File: config.mk
export PLATFORM = sky130hd
export DESIGN_NAME = softmax_row_sender
export DESIGN_NICKNAME = d
export VERILOG_FILES = /design/src/rtl/softmax_row_sender.sv
export SDC_FILE = /design/constraint.sdc
export NUM_CORES = 1
export LEC_CHECK = 0
export ABC_AREA = 1
export BUFFER_PORTS_ARGS = -buffer_cell sky130_fd_sc_hd__buf_2
export CAP_MARGIN = 15
export CORE_MARGIN = 3
export CORE_UTILIZATION = 35
export DETAILED_ROUTE_END_ITERATION = 10
export PLACE_DENSITY_LB_ADDON = 0.25
export SYNTH_ARGS = -nofsm -noshare
export SYNTH_HDL_FRONTEND = slang
export SYNTH_SLANG_ARGS = --single-unit
export TNS_END_PERCENT = 30
File: constraint.sdc
create_clock -name clk_i -period 1.65 [get_ports clk_i]
set_clock_uncertainty 0.1 [all_clocks]
set_input_delay 0.495 -clock clk_i [delete_from_list [all_inputs] [get_ports clk_i]]
set_output_delay 0.495 -clock clk_i [all_outputs]
set_load 0.1 [all_outputs]
File: src/rtl/softmax_row_sender.sv
// Softmax input framer: scales and saturates QK scores to Q8.7, applies the causal
// mask and sends each N-score row as one softmax job, waiting for done between rows.
module softmax_row_sender #(
    parameter int N     = 256,
    parameter int ACC_W = 24,
    parameter int OUT_W = 16,
    parameter int SHIFT = 3
) (
    input  logic                   clk_i,
    input  logic                   rst_ni,
    input  logic                   cfg_causal_i,
    input  logic                   row_clr_i,
    input  logic                   s_valid_i,
    input  logic [ACC_W-1:0]       s_data_i,
    output logic                   s_ready_o,
    output logic                   sm_start_o,
    output logic                   sm_valid_o,
    output logic [OUT_W-1:0]       sm_data_o,
    input  logic                   sm_ready_i,
    input  logic                   sm_done_i,
    output logic [$clog2(N)-1:0]   row_idx_o,
    output logic                   busy_o
);

    localparam int IW = $clog2(N);

    localparam logic [IW:0]             N_BEATS  = (IW+1)'(N);
    localparam logic [IW:0]             BEAT_ONE = {{IW{1'b0}}, 1'b1};
    localparam logic [IW-1:0]           ROW_ONE  = {{(IW-1){1'b0}}, 1'b1};
    localparam logic signed [ACC_W-1:0] POS_LIM  = ACC_W'((32'sd1 <<< (OUT_W-1)) - 32'sd1);
    localparam logic signed [ACC_W-1:0] NEG_LIM  = -POS_LIM;
    localparam logic [OUT_W-1:0]        SAT_POS  = {1'b0, {(OUT_W-1){1'b1}}};
    localparam logic [OUT_W-1:0]        SAT_NEG  = {1'b1, {(OUT_W-2){1'b0}}, 1'b1};
    localparam logic [OUT_W-1:0]        MASK_VAL = {1'b1, {(OUT_W-1){1'b0}}};

    typedef enum logic [1:0] {
        IDLE      = 2'd0,
        START     = 2'd1,
        SEND      = 2'd2,
        WAIT_DONE = 2'd3
    } state_t;

    state_t           state_r;
    state_t           state_s;
    logic [IW-1:0]    row_cnt_r;
    logic [IW-1:0]    q_r;
    logic             causal_r;
    logic             clr_pend_r;
    logic [IW:0]      beat_cnt_r;
    logic             out_valid_r;
    logic [OUT_W-1:0] out_data_r;
    logic             start_r;
    logic             busy_r;
    logic             ready_s;
    logic             accept_s;
    logic             beat_xfer_s;
    logic             last_xfer_s;
    logic             masked_s;
    logic [OUT_W-1:0] beat_data_s;

    // The most negative code is reserved for the mask, so negative saturation stops one above it.
    function automatic logic [OUT_W-1:0] scale_sat(input logic signed [ACC_W-1:0] score);
        logic signed [ACC_W-1:0] t;
        t = score >>> SHIFT;
        if (t > POS_LIM) begin
            scale_sat = SAT_POS;
        end else if (t < NEG_LIM) begin
            scale_sat = SAT_NEG;
        end else begin
            scale_sat = t[OUT_W-1:0];
        end
    endfunction

    assign masked_s    = causal_r & (beat_cnt_r > {1'b0, q_r});
    assign beat_data_s = masked_s ? MASK_VAL : scale_sat($signed(s_data_i));

    // Next-state and handshake decode.
    always_comb begin
        state_s     = state_r;
        ready_s     = 1'b0;
        beat_xfer_s = out_valid_r & sm_ready_i;
        last_xfer_s = beat_xfer_s & (beat_cnt_r == N_BEATS);
        case (state_r)
            IDLE: begin
                if (s_valid_i) begin
                    state_s = START;
                end else begin
                    state_s = IDLE;
                end
            end
            START: begin
                state_s = SEND;
            end
            SEND: begin
                ready_s = (beat_cnt_r < N_BEATS) & (~out_valid_r | sm_ready_i);
                if (last_xfer_s) begin
                    state_s = WAIT_DONE;
                end else begin
                    state_s = SEND;
                end
            end
            WAIT_DONE: begin
                if (sm_done_i) begin
                    state_s = IDLE;
                end else begin
                    state_s = WAIT_DONE;
                end
            end
            default: begin
                state_s = IDLE;
            end
        endcase
        accept_s = ready_s & s_valid_i;
    end

    // State register plus registered start/busy flags derived from the next state.
    always_ff @(posedge clk_i or negedge rst_ni) begin
        if (!rst_ni) begin
            state_r <= IDLE;
            start_r <= 1'b0;
            busy_r  <= 1'b0;
        end else begin
            state_r <= state_s;
            start_r <= (state_s == START);
            busy_r  <= (state_s != IDLE);
        end
    end

    // Per-row context and beat counter.
    always_ff @(posedge clk_i or negedge rst_ni) begin
        if (!rst_ni) begin
            q_r        <= {IW{1'b0}};
            causal_r   <= 1'b0;
            beat_cnt_r <= {(IW+1){1'b0}};
        end else if (state_r == START) begin
            q_r        <= row_cnt_r;
            causal_r   <= cfg_causal_i;
            beat_cnt_r <= {(IW+1){1'b0}};
        end else if (accept_s) begin
            beat_cnt_r <= beat_cnt_r + BEAT_ONE;
        end else begin
            beat_cnt_r <= beat_cnt_r;
        end
    end

    // Single-entry output register toward softmax.
    always_ff @(posedge clk_i or negedge rst_ni) begin
        if (!rst_ni) begin
            out_valid_r <= 1'b0;
            out_data_r  <= {OUT_W{1'b0}};
        end else if (accept_s) begin
            out_valid_r <= 1'b1;
            out_data_r  <= beat_data_s;
        end else if (beat_xfer_s) begin
            out_valid_r <= 1'b0;
        end else begin
            out_valid_r <= out_valid_r;
        end
    end

    // A clear during a started row must also stop that row's done from advancing the counter.
    always_ff @(posedge clk_i or negedge rst_ni) begin
        if (!rst_ni) begin
            clr_pend_r <= 1'b0;
        end else if (row_clr_i && (state_r != IDLE)) begin
            clr_pend_r <= 1'b1;
        end else if (state_r == IDLE) begin
            clr_pend_r <= 1'b0;
        end else begin
            clr_pend_r <= clr_pend_r;
        end
    end

    // Query-row counter.
    always_ff @(posedge clk_i or negedge rst_ni) begin
        if (!rst_ni) begin
            row_cnt_r <= {IW{1'b0}};
        end else if (row_clr_i) begin
            row_cnt_r <= {IW{1'b0}};
        end else if ((state_r == WAIT_DONE) && sm_done_i) begin
            row_cnt_r <= clr_pend_r ? {IW{1'b0}} : (row_cnt_r + ROW_ONE);
        end else begin
            row_cnt_r <= row_cnt_r;
        end
    end

    assign s_ready_o  = ready_s;
    assign sm_start_o = start_r;
    assign sm_valid_o = out_valid_r;
    assign sm_data_o  = out_data_r;
    assign row_idx_o  = row_cnt_r;
    assign busy_o     = busy_r;

endmodule

# ---- Word-level counts from Yosys, hierarchy flattened
# Index checks and enable logic that the tools add are counted.
# W data, S select, Z words.
dict set report word_totals {
  ff_bits 48
  out_inout_bits 28
  in_bits 31
}
dict set report classes {
  n_eq_ne 5
  magnitude_cmp 4
  n_addsub 2
  bitwise_logic 7
  n_reduce_logical 9
  n_mux 17
}
# op count
set ops {}
lappend ops {{$mux W16} 3}
lappend ops {{$mux W8} 3}
lappend ops {{$gt A21 B16 Y1 const B} 1}
lappend ops {{$lt A21 B16 Y1 const B} 1}
lappend ops {{$mux W9} 2}
lappend ops {{$reduce_bool A2 Y1} 6}
lappend ops {{$add A9 B1 Y9 const B} 1}
lappend ops {{$eq A9 B9 Y1 const B} 1}
lappend ops {{$gt A9 B8 Y1} 1}
lappend ops {{$lt A9 B9 Y1 const B} 1}
lappend ops {{$add A8 B1 Y8 const B} 1}
lappend ops {{$pmux W2 S4} 1}
lappend ops {{$mux W1} 7}
lappend ops {{$and A1 B1 Y1} 5}
lappend ops {{$eq A2 B1 Y1 const B} 2}
lappend ops {{$eq A2 B2 Y1 const B} 2}
lappend ops {{$logic_and A1 B1 Y1} 2}
lappend ops {{$logic_not A2 Y1} 1}
lappend ops {{$mux W2} 1}
lappend ops {{$not A1 Y1} 1}
lappend ops {{$or A1 B1 Y1} 1}

# ---- Logic depth before layout (Yosys ltp)
dict set report logic_depth {
  ltp_word 7
  depth_mapped 12
  ltp_nobuf 12
}

# ---- Worst setup path before layout
# OpenSTA, ideal clock, no wires.
dict set report synth_path {
  path_type {register to output}
  start {reg out_valid_r (netlist: sm_valid_o)}
  end {out s_ready_o}
  setup_slack_ns -2.218
  t_arrival_ns 3.273
  path_stages_with_launch 3
  required_ns 1.055
  cell_sequence {dfrtp_1 nand2_1 nor3b_1}
}
dict set report synth_between {
  elab_chain_len 4
}
# element line
set synth_lines {}
lappend synth_lines {{from (decl)} 50} ;# logic out_valid_r;
lappend synth_lines {{from (signal assigned)} 157} ;# out_valid_r <= out_valid_r;
lappend synth_lines {{$not A1 Y1} 95} ;# ready_s = (beat_cnt_r < N_BEATS) & (~out_valid_r | sm_ready_i);
lappend synth_lines {{$or A1 B1 Y1} 95}
lappend synth_lines {{$and A1 B1 Y1} 95}
lappend synth_lines {{$mux W1} 83} ;# case (state_r)
lappend synth_lines {{to (decl)} 15} ;# output logic s_ready_o,
# No other way between the ends.

# ---- Worst setup path after layout
# Same ends and word-level chain as after synthesis.

==> impl_metrics.toml <==
[floorplan]
dieHeight_microns = 93.2
pin_count = 59
die_x_microns = 93.2
rows = 31
core_area_sq_um = 7330
initial_core_util_pct = 36.3
dieArea_sq_um = 8680

[placement]
dp.cells = 530
hpwl_mm = 4.68
gp_congestion = 0.831
place_ws_ns = -0.0839
portBuffers = 55

[critical_path]
cp_num_buf_inv = 1
crit_required_ns = 1.05
cp-start-kind = "flop"
slowest_delay_ns = 0.50
critical-path-top-delay-family = "flip-flops"
crit_slowest_cell = "dfrtp_4"
path_cells = "nand2_4 -> nor3b_4 -> buf_12"
crit_type = "reg -> out"
worstPathMaxFanout = 2
cp_data_arrival_time_ns = 1.28
endpoint_kind = "output pin"

[synth]
ys_seq_area_share_pct = 45.2
yosysTopAreaCell = "dfrtp_1"
synth_area_sq_um = 2660
synth_warnings = 0
synth.distinct_cells = 30
ys_ff_latch = 48
synth_nets = 401
synth_area_per_cell_sq_um = 7.41
synth_area_leaders = "dfrtp_1 (45%), nand2_1 (21%), inv_1 (6.2%)"
netlist.area_leader.share_pct = 45.2
syn_inst = 359

[finish]
final_net_count = 482
fillers = 697
final_common_cell = "nand2_1"
layout_common_cells = "nand2_1 (144), inv_1 (44), dfrtp_1 (42), buf_12 (30), buf_2 (27)"
area_delta_synth_final_pct = 42.1
diodes = 0
drive_gt1_share_pct = 25.4
post-route-util_pct = 51.6
instances_no_fill = 540

[sta]
slew_headroom_pct = 80.9
fmax_mhz = 533
period_share_pct = 114
hold_viol = 0
setup_tns_ns = -1.61
worst_pin_slew_ns = 0.284
setup_viol = 17
drv_slew = 0
layout_min_cycle_time_ns = 1.88
hold-worst-slack_ns = 0.0701
fin_ws_ns = -0.226
grt_setup_unrepaired = "yes"

[route]
vias_per_cell = 4.50
drt_first_pass_iters = 4
drtAntennaViolNets = 0
drt_iter0_drc = 131
drt_wl_total_mm = 6.14
wl_per_cell_microns = 11.4
drcViolationCount = 0
num_vias = 2428

[clock_network]
clk_latency_ns = 0.30
clkSlewWorstSetupHoldPaths_ns = 0.09
clock_sinks = 48
htreeDepth = 2
hold_buffers = 0
clk_path_buf_depth = 2
cts_buffers = 5
cts_tree = "built"
cts-root-buf = "clkbuf_8"

[pwr]
p_per_area_nw_per_um2 = 1900
p_leak_uw = 0.00193
peakVddDrop_mv = 1.53

[worst_hold_path]
hold_class = "in -> async"

[outcome]
violations = "setup timing"
outcome = "complete, but fails checks"

[grt]
grt_antenna_before_repair = 0
grt.overflow.total = 0
grt_pass1_vias = 2317
track_usage_pct = 15.2
grt_max_degree = 49
grt_pass1_wl_mm = 10.5

[job]
drv_cap = 0
## logic make-up (layout without fill, tap and decap cells)
| family | Yosys count | count (layout) | share of synthesized area [%] |
|---|---|---|---|
| adders and majority gates | 11 | 11 | 5.17 |
| buffers and inverters | 53 | 135 | 8.56 |
| xor gates and xnor gates | 1 | 1 | 0.329 |
| AOI/OAI and AO/OA | 31 | 31 | 6.49 |
| and+or+nand+nor | 215 | 215 | 34.3 |
| DFF | 48 | 48 | 45.2 |
## layer usage
metal	vias to the layer above	wire (microns)	global-route usage, %
li1	1277	-	-
met1	1100	2910	21.3
met2	46	2860	23.2
met3	5	299	4.02
met4	0	72	4.03
met5	-	0	0
## cell type report
class	count	area, sq um	share of cell area [%]
multi-input combinational	258	1260	33.4
sequential	48	1220	32.2
timing repair buffer	81	916	24.2
inverter	46	173	4.57
tap	99	124	3.28
clock buffer	8	90.1	2.38
## cell usage after synthesis
cell,instances
nor3b_2,1
inv_1,44
nor3_1,10
a21oi_4,1
a21o_1,1
o21ai_0,20
o21ai_1,2
nor3b_1,1
nor2_1,27
nor4_1,1
inv_2,2
nor3_2,2
buf_2,2
nor2_2,4
buf_6,3
nand3_2,1
nand2_1,147
a21oi_2,1
xor2_1,1
nand3_4,1
a21oi_1,6
dfrtp_1,48
nand2_2,1
ha_1,11
and3_1,1
clkbuf_1,1
buf_4,1
nand4_1,4
nand3_1,13
nand3b_1,1
## registers in the layout, indices dropped and copies added (netlist names)
signal,cells
beat_cnt_r,9
busy_o,1
causal_r,1
clr_pend_r,1
q_r,8
row_idx_o,8
sm_data_o,16
sm_start_o,1
sm_valid_o,1
state_r,2
## final timing paths
kind	start	cells past startpoint	end	slack, ns
min reg2reg	q_r[0]$_DFFE_PN0P_	2	q_r[0]$_DFFE_PN0P_	0.40
min in group clk_i	sm_done_i	2	state_r[0]$_DFF_PN0_	0.30
max reg2reg	beat_cnt_r[7]$_DFFE_PN0P_	9	sm_data_o[10]$_DFFE_PN0P_	-0.10
max	sm_valid_o$_DFFE_PN0P_	3	s_ready_o	-0.23
max in group asynchronous	rst_ni	2	row_idx_o[1]$_DFFE_PN0P_	1.12
min	rst_ni	2	sm_data_o[4]$_DFFE_PN0P_	0.07
## timing repair
action	in CTS	in global routing
endpoints found under the setup margin	16	20
resized for setup	3	2
pin swaps	1	1
setup buffers	1	1
## per-stage QoR
step	total power [uW]	area, sq um
2_1_floorplan	4740	2690
3_3_place_gp	6410	3660
3_5_place_dp	6460	3660
4_1_cts	7250	3770
5_1_grt	7650	3780
6_report	7200	3780
## power breakdown
group	internal [uW]	total (uW)	switching, uW
logic	1650	4590	2940
clock network	343	722	379
registers	1550	1890	335
(Power assumes the default switching activity.)
